===== src/rtl/sram_host_ctrl.sv =====
// Host-side sequencer for sram_top: serialises writes (shift/load/w_en) and runs reads with a response channel.
// Optional read watchdog enabled by defining SRAM_RD_TIMEOUT_EN.
module sram_host_ctrl #(
  parameter int unsigned ROWS           = 16,
  parameter int unsigned COLS           = 8,
  parameter int unsigned TIMEOUT_CYCLES = 64
) (
  input  logic                    clk,
  input  logic                    srst,
  input  logic                    req_valid,
  output logic                    req_ready,
  input  logic                    req_we,
  input  logic [$clog2(ROWS)-1:0] req_addr,
  input  logic [COLS-1:0]         req_wdata,
  output logic                    rsp_valid,
  input  logic                    rsp_ready,
  output logic [COLS-1:0]         rsp_data,
  output logic                    rsp_err,
  output logic                    wr_done,
  output logic                    serial_in,
  output logic                    shift,
  output logic                    load,
  output logic                    w_en,
  output logic                    r_en,
  output logic [$clog2(ROWS)-1:0] addr,
  input  logic                    data_valid,
  input  logic [COLS-1:0]         data_out
);

  localparam int unsigned AW = $clog2(ROWS);
  localparam int unsigned CW = $clog2(COLS + 1);

  typedef enum logic [2:0] {
    IDLE,
    SHIFT,
    LOAD,
    WRITE,
    READ,
    RESP
  } state_t;

  state_t          state_q, state_d;
  logic [CW-1:0]   cnt_q, cnt_d;
  logic [COLS-1:0] sreg_q, sreg_d;
  logic [AW-1:0]   addr_d;
  logic [COLS-1:0] rdata_d;

`ifdef SRAM_RD_TIMEOUT_EN
  localparam int unsigned TW = $clog2(TIMEOUT_CYCLES + 1);
  logic [TW-1:0] tcnt_q, tcnt_d;
  logic          err_d;
`else
  assign rsp_err = 1'b0;
`endif

  always_comb begin
    state_d = state_q;
    cnt_d   = cnt_q;
    sreg_d  = sreg_q;
    addr_d  = addr;
    rdata_d = rsp_data;
`ifdef SRAM_RD_TIMEOUT_EN
    tcnt_d  = tcnt_q;
    err_d   = rsp_err;
`endif
    case (state_q)
      IDLE: begin
        if (req_valid) begin
          addr_d = req_addr;
          cnt_d  = '0;
          if (req_we) begin
            sreg_d  = req_wdata;
            state_d = SHIFT;
          end else begin
            state_d = READ;
`ifdef SRAM_RD_TIMEOUT_EN
            tcnt_d  = '0;
`endif
          end
        end
      end
      SHIFT: begin
        // serial_in is always the shifter MSB, giving bit COLS-1-cnt each cycle
        sreg_d = sreg_q << 1;
        if (cnt_q == CW'(COLS - 1)) begin
          cnt_d   = '0;
          state_d = LOAD;
        end else begin
          cnt_d = cnt_q + 1'b1;
        end
      end
      LOAD:  state_d = WRITE;
      WRITE: state_d = IDLE;
      READ: begin
        if (data_valid) begin
          rdata_d = data_out;
          state_d = RESP;
`ifdef SRAM_RD_TIMEOUT_EN
          err_d   = 1'b0;
        end else if (tcnt_q == TW'(TIMEOUT_CYCLES - 1)) begin
          rdata_d = '0;
          err_d   = 1'b1;
          state_d = RESP;
        end else begin
          tcnt_d = tcnt_q + 1'b1;
`endif
        end
      end
      RESP: begin
        if (rsp_ready) state_d = IDLE;
      end
      default: state_d = IDLE;
    endcase
  end

  // Outputs are registered from the next-state decode so they line up with the state they belong to.
  always_ff @(posedge clk) begin
    if (srst) begin
      state_q   <= IDLE;
      cnt_q     <= '0;
      sreg_q    <= '0;
      addr      <= '0;
      rsp_data  <= '0;
      req_ready <= 1'b1;
      rsp_valid <= 1'b0;
      wr_done   <= 1'b0;
      serial_in <= 1'b0;
      shift     <= 1'b0;
      load      <= 1'b0;
      w_en      <= 1'b0;
      r_en      <= 1'b0;
`ifdef SRAM_RD_TIMEOUT_EN
      tcnt_q    <= '0;
      rsp_err   <= 1'b0;
`endif
    end else begin
      state_q   <= state_d;
      cnt_q     <= cnt_d;
      sreg_q    <= sreg_d;
      addr      <= addr_d;
      rsp_data  <= rdata_d;
      req_ready <= (state_d == IDLE);
      rsp_valid <= (state_d == RESP);
      wr_done   <= (state_d == WRITE);
      serial_in <= (state_d == SHIFT) & sreg_d[COLS-1];
      shift     <= (state_d == SHIFT);
      load      <= (state_d == LOAD);
      w_en      <= (state_d == WRITE);
      r_en      <= (state_d == READ);
`ifdef SRAM_RD_TIMEOUT_EN
      tcnt_q    <= tcnt_d;
      rsp_err   <= err_d;
`endif
    end
  end

endmodule


===== config.mk =====
export PLATFORM = sky130hd
export DESIGN_NAME = sram_host_ctrl
export DESIGN_NICKNAME = d
export VERILOG_FILES = /design/src/rtl/sram_host_ctrl.sv
export SDC_FILE = /design/constraint.sdc
export NUM_CORES = 1
export LEC_CHECK = 0
export ABC_CLOCK_PERIOD_IN_PS = 2100
export BUFFER_PORTS_ARGS = -buffer_cell sky130_fd_sc_hd__buf_4
export CORE_MARGIN = 2
export CORE_UTILIZATION = 48
export DETAILED_ROUTE_END_ITERATION = 12
export PLACE_DENSITY = 0.78
export SYNTH_ARGS = -nofsm -noshare
export SYNTH_HDL_FRONTEND = slang
export SYNTH_SLANG_ARGS = --single-unit

===== constraint.sdc =====
create_clock -name clk -period 2.1 [get_ports clk]
set_clock_uncertainty 0.05 [all_clocks]
set_input_delay 0.315 -clock clk [delete_from_list [all_inputs] [get_ports clk]]
set_output_delay 0.315 -clock clk [all_outputs]
set_load 0.02 [all_outputs]

Word-level counts from Yosys, hierarchy flattened
Index checks and enable logic that the tools add are counted.
Widths: inputs -> output; s select.
- add/sub/neg operators: 1
- eq/ne operators: 12
- muxes and demuxes: 12
- bitwise logic cells: 1
- reduce and logical (&&, ||, !) cells: 7
- operators with widths (operator ; number):
    $mux 8 ; 2
    $pmux 8 s2 ; 1
    $mux 3 ; 5
    $pmux 3 s5 ; 1
    $eq 3x3->1 const B ; 4
    $eq 3x2->1 const B ; 3
    $mux 4 ; 2
    $pmux 4 s2 ; 1
    $eq 3x1->1 const B ; 2
    $logic_not 3->1 ; 2
    $reduce_and 2->1 ; 3
    $add 4x1->4 const B ; 1
    $eq 4x3->1 const B ; 1
    $ne 2x2->1 const B ; 2
    $reduce_and 3->1 ; 1
    $reduce_bool 2->1 ; 1
    $and 1x1->1 ; 1
- flip-flop bits (word level): 34
- bits of input ports: 26
- output and inout port bits: 21

Depth between registers and ports, before layout
- depth in word-level cells: 5
- mapped depth: 6
- gate-level depth less buffers: 5

Worst setup path after synthesis
Ideal clock, no wire load.
- kind: register -> register
- start point: reg state_q[2]
- end point: reg req_ready
- setup time: 0.116 ns
- arrival time: 1.459 ns
- data required time: 1.934 ns
- slack: 0.475 ns
- stages on the path, launching flop included: 7
- buffers on the path: 2
- period minus slack after synthesis: 1.625 ns
- cells stage by stage: dfxtp_1 > buf_6 > nor4b_4 > and2_4 > buf_8 > nor3_1 > o211a_1
- word-level cells in the longest chain between the ends: 3
- ends and longest elaborated chain (what ; line ; source):
    start, declared ; 42 ; state_t state_q, state_d;
    start signal, assigned ; 137 ; state_q <= state_d;
    $eq 3x3->1 (tied with other cells) ; 66 ; case (state_q)
    $pmux 3 s5 (*) ; 66 ;
    $logic_not 3->1 (*) ; 142 ; req_ready <= (state_d == IDLE);
    end signal, assigned ; 142 ;
    end, declared ; 11 ; output logic req_ready,
Every way passes the cells marked *; elsewhere a longest branch is shown, timed or not.
A chain may end at the register's enable or synchronous reset.

Worst setup path in the final report
- start point: reg state_q[0]
- end point: reg cnt_q[3]
- word-level cells in the longest chain between the ends: 3
- ends and longest elaborated chain (what ; line ; source):
    $eq 3x1->1 / $logic_not 3->1 (equally long branches) ; 66 ;
    $reduce_bool 2->1 (no line) / $ne 2x2->1 (equally long branches) ; - ;
    $reduce_and 2->1 (no line) ; - ;
    end signal, assigned ; 138 ; cnt_q <= cnt_d;
    end, declared ; 43 ; logic [CW-1:0] cnt_q, cnt_d;
Parallel ways exist; a longest one is shown, timed or not.

==> run_results.csv <==
group,metric,value,unit
outcome,outcome,"completed",
yosys,synthTopCellsByArea,"dfxtp_1, mux2i_1, nor2_1",
placement,gp_congestion,0.786,
route,drtPass1Iterations,4,
grt,grt_pass1_wl,4440,um
flow_run,cap_violations,0,
yosys,yosysWarnings,0,
pwr,switchingPower,346,uW
route,drc_errors,0,
route,vias,1156,
critical_path,reg2regPathDepth,3,
floorplan,rows,19,
placement,hpwl,1980,um
clock_tree,post_cts_buffers,0,
route,wl_met2,1250,um
clock_tree,cts_htree_levels,2,
timing,setup_viol,0,
yosys,synthCells,144,
yosys,synth.most_common_cell,"dfxtp_1",
pwr,power_leakage,0.000753,uW
clock_tree,numCtsBuffers,5,
yosys,synthesis.nets,171,
pwr,finalPower,1260,uW
critical_path,cp_data_arrival_time,1.95,ns
min_path,worstHoldPathType,"in -> reg",
pwr,p_seq_share,56.0,%
floorplan,io_pins,47,
clock_tree,cts.reportedPaths.clkPinSlew,0.10,ns
layout,fillers,226,
critical_path,start_kind,"flop",
route,dr_wl_met3,222,um
timing,rsz0062_at_grt,"false",
timing,maxSlewViolCount,0,
placement,io_buffers,45,
grt,track_usage,17.3,%
layout,fin_util,63.3,%
timing,max_freq,0.577,GHz
yosys,ys_top_cells_by_count,"dfxtp_1, nor2_1, a21oi_1, mux2i_1",
yosys,synth-edff-count,0,
clock_tree,clkLatencyLatePin,0.33,ns
timing,min_period,1.73,ns
clock_tree,clkSinkCount,34,
route,postRouteAntennaNets,0,
layout,nets,214,
pwr,p_comb_share,18.1,%
pwr,p_clk_share,25.9,%
floorplan,die_h,57.7,um
pwr,internal_power,910,uW
yosys,yosys_register_bits,34,
layout,synthToLayoutAreaGrowth,26.2,%
pwr,vdd_drop_max,0.000582,V
route,routedWlPerCell,12.5,um
clock_tree,cts_resized,0,
yosys,yosysUniqueCellTypes,39,
yosys,ys_seq_area_share,49.2,%
floorplan,coreArea,0.00276,mm^2
clock_tree,tritoncts,"built",
grt,grt_max_degree,31,
critical_path,crit_type,"reg -> reg",
yosys,synth_area_per_cell,9.60,um^2
route,drt-total-wl,2740,um
yosys,netlist_area,0.00138,mm^2
critical_path,crit_fanout,10,
timing,worst_pin_slew,0.520,ns
timing,fin_crit_sh,82.5,%
critical_path,critPathRequiredTime,2.32,ns
route,viasPerCell,5.30,
clock_tree,postCtsHoldBufs,0,
route,drt-met1-wl,1230,um
timing,hold_viol,0,
floorplan,dieArea,0.00333,mm^2
min_path,holdPathStages,3,
clock_tree,cts_buffer_depth,2,
floorplan,chipWidth,57.7,um
layout,finalInstanceArea,0.00175,mm^2
pwr,p_sw_share,27.5,%
layout,drive_gt1_share,32.1,%
placement,placed_cell_area,0.00170,mm^2
route,top_layer_used,"met4",
timing,slew-limit-headroom,65.2,%
yosys,synth_top_area_cell,"dfxtp_1",
route,first_iter_violations,19,
critical_path,cp-end-kind,"flop",
grt,grt_overflow,0,
clock_tree,cts_root_buf,"clkbuf_4",
pwr,powerDensity,720,mW/mm^2
layout,n_antenna_cell,0,
grt,grt_pass1_vias,1064,
floorplan,start_util,50.1,%
yosys,netlist.area_leader.share,49.2,%
grt,antenna_found_initial,0,
timing,fin_tns_setup,0,ns
yosys,async_reset_ff_share,0,%
yosys,synth_flop_cell,"dfxtp_1",
## cells by family after synthesis
group	count (synthesis)	share of synthesized area (%)
buffers and inverters	13	6.06
multiplexers	12	8.69
flip-flops	34	49.2
AO/OA/AOI/OAI	30	14.5
adder cells (fa/ha/maj)	1	0.905
AND/OR/NAND/NOR	53	20.4
other	1	0.271
## sequential cells by signal, indices dropped and copies added (netlist names)
name       count
rsp_data       8
sreg_q         8
addr           4
cnt_q          4
state_q        3
load           1
r_en           1
req_ready      1
rsp_valid      1
serial_in      1
shift          1
w_en           1
## metal layers
metal | global-route usage, % | up-vias
met5 | 0 | -
met4 | 5.98 | 0
met3 | 6.92 | 6
met2 | 27.9 | 44
met1 | 21.1 | 525
li1 | - | 581
## power by group through the flow
stage | Sequential, uW | Clock [uW] | Combinational (uW)
floorplan | 731 | 0 | 133
global placement | 716 | 0 | 222
detailed placement | 717 | 0 | 227
CTS | 704 | 335 | 229
global route | 707 | 369 | 248
finish | 704 | 325 | 227
## per-stage QoR
stage | worst slack, ns | instances | hold WS [ns]
after global routing | 0.244 | 218 | 0.156
after CTS | 0.371 | 218 | 0.161
after floorplan | 0.475 | 144 | 0.382
after detailed placement | 0.384 | 211 | 0.400
after global placement | 0.444 | 211 | 0.394
final | 0.367 | 218 | 0.166
## placed cells by master, fill, tap and decap left out, drive strengths merged, types with 2 or more instances in the layout
cell	count
mux2i	12
nor3b	2
o21ai	2
nand2b	4
nand2	9
nor3	2
a22oi	8
nor2	24
and2	2
or3	2
nand3b	2
clkbuf	5
a21oi	12
inv	2
dfxtp	34
buf	47
clkinv	2
## worst paths after layout
check | startpoint | to | slack, ns
setup / recovery | state_q[0]$_SDFF_PP0_ | cnt_q[3]$_SDFFE_PP0P_ | 0.37
hold / removal | req_wdata[0] | sreg_q[0]$_SDFFE_PP0P_ | 0.17
setup reg to reg | state_q[0]$_SDFF_PP0_ | cnt_q[3]$_SDFFE_PP0P_ | 0.37
hold reg to reg | sreg_q[0]$_SDFFE_PP0P_ | sreg_q[1]$_SDFFE_PP0P_ | 0.41
## layout make-up
class	count	area, um^2	share of cell area, %
Timing Repair Buffer	47	353	20.2
Inverter	2	7.51	0.430
Sequential cell	34	681	39.0
Tap cell	31	38.8	2.22
Multi-Input combinational cell	97	618	35.4
Clock buffer	5	37.5	2.15
Clock inverter	2	10.0	0.573
## worst max-delay path, stage by stage (launching register included)
cell and delay [ns]:
dfxtp_1 0.52, or3b_1 0.44, or4_1 0.52, a21oi_1 0.14
Power figures use the tool's default switching activity.
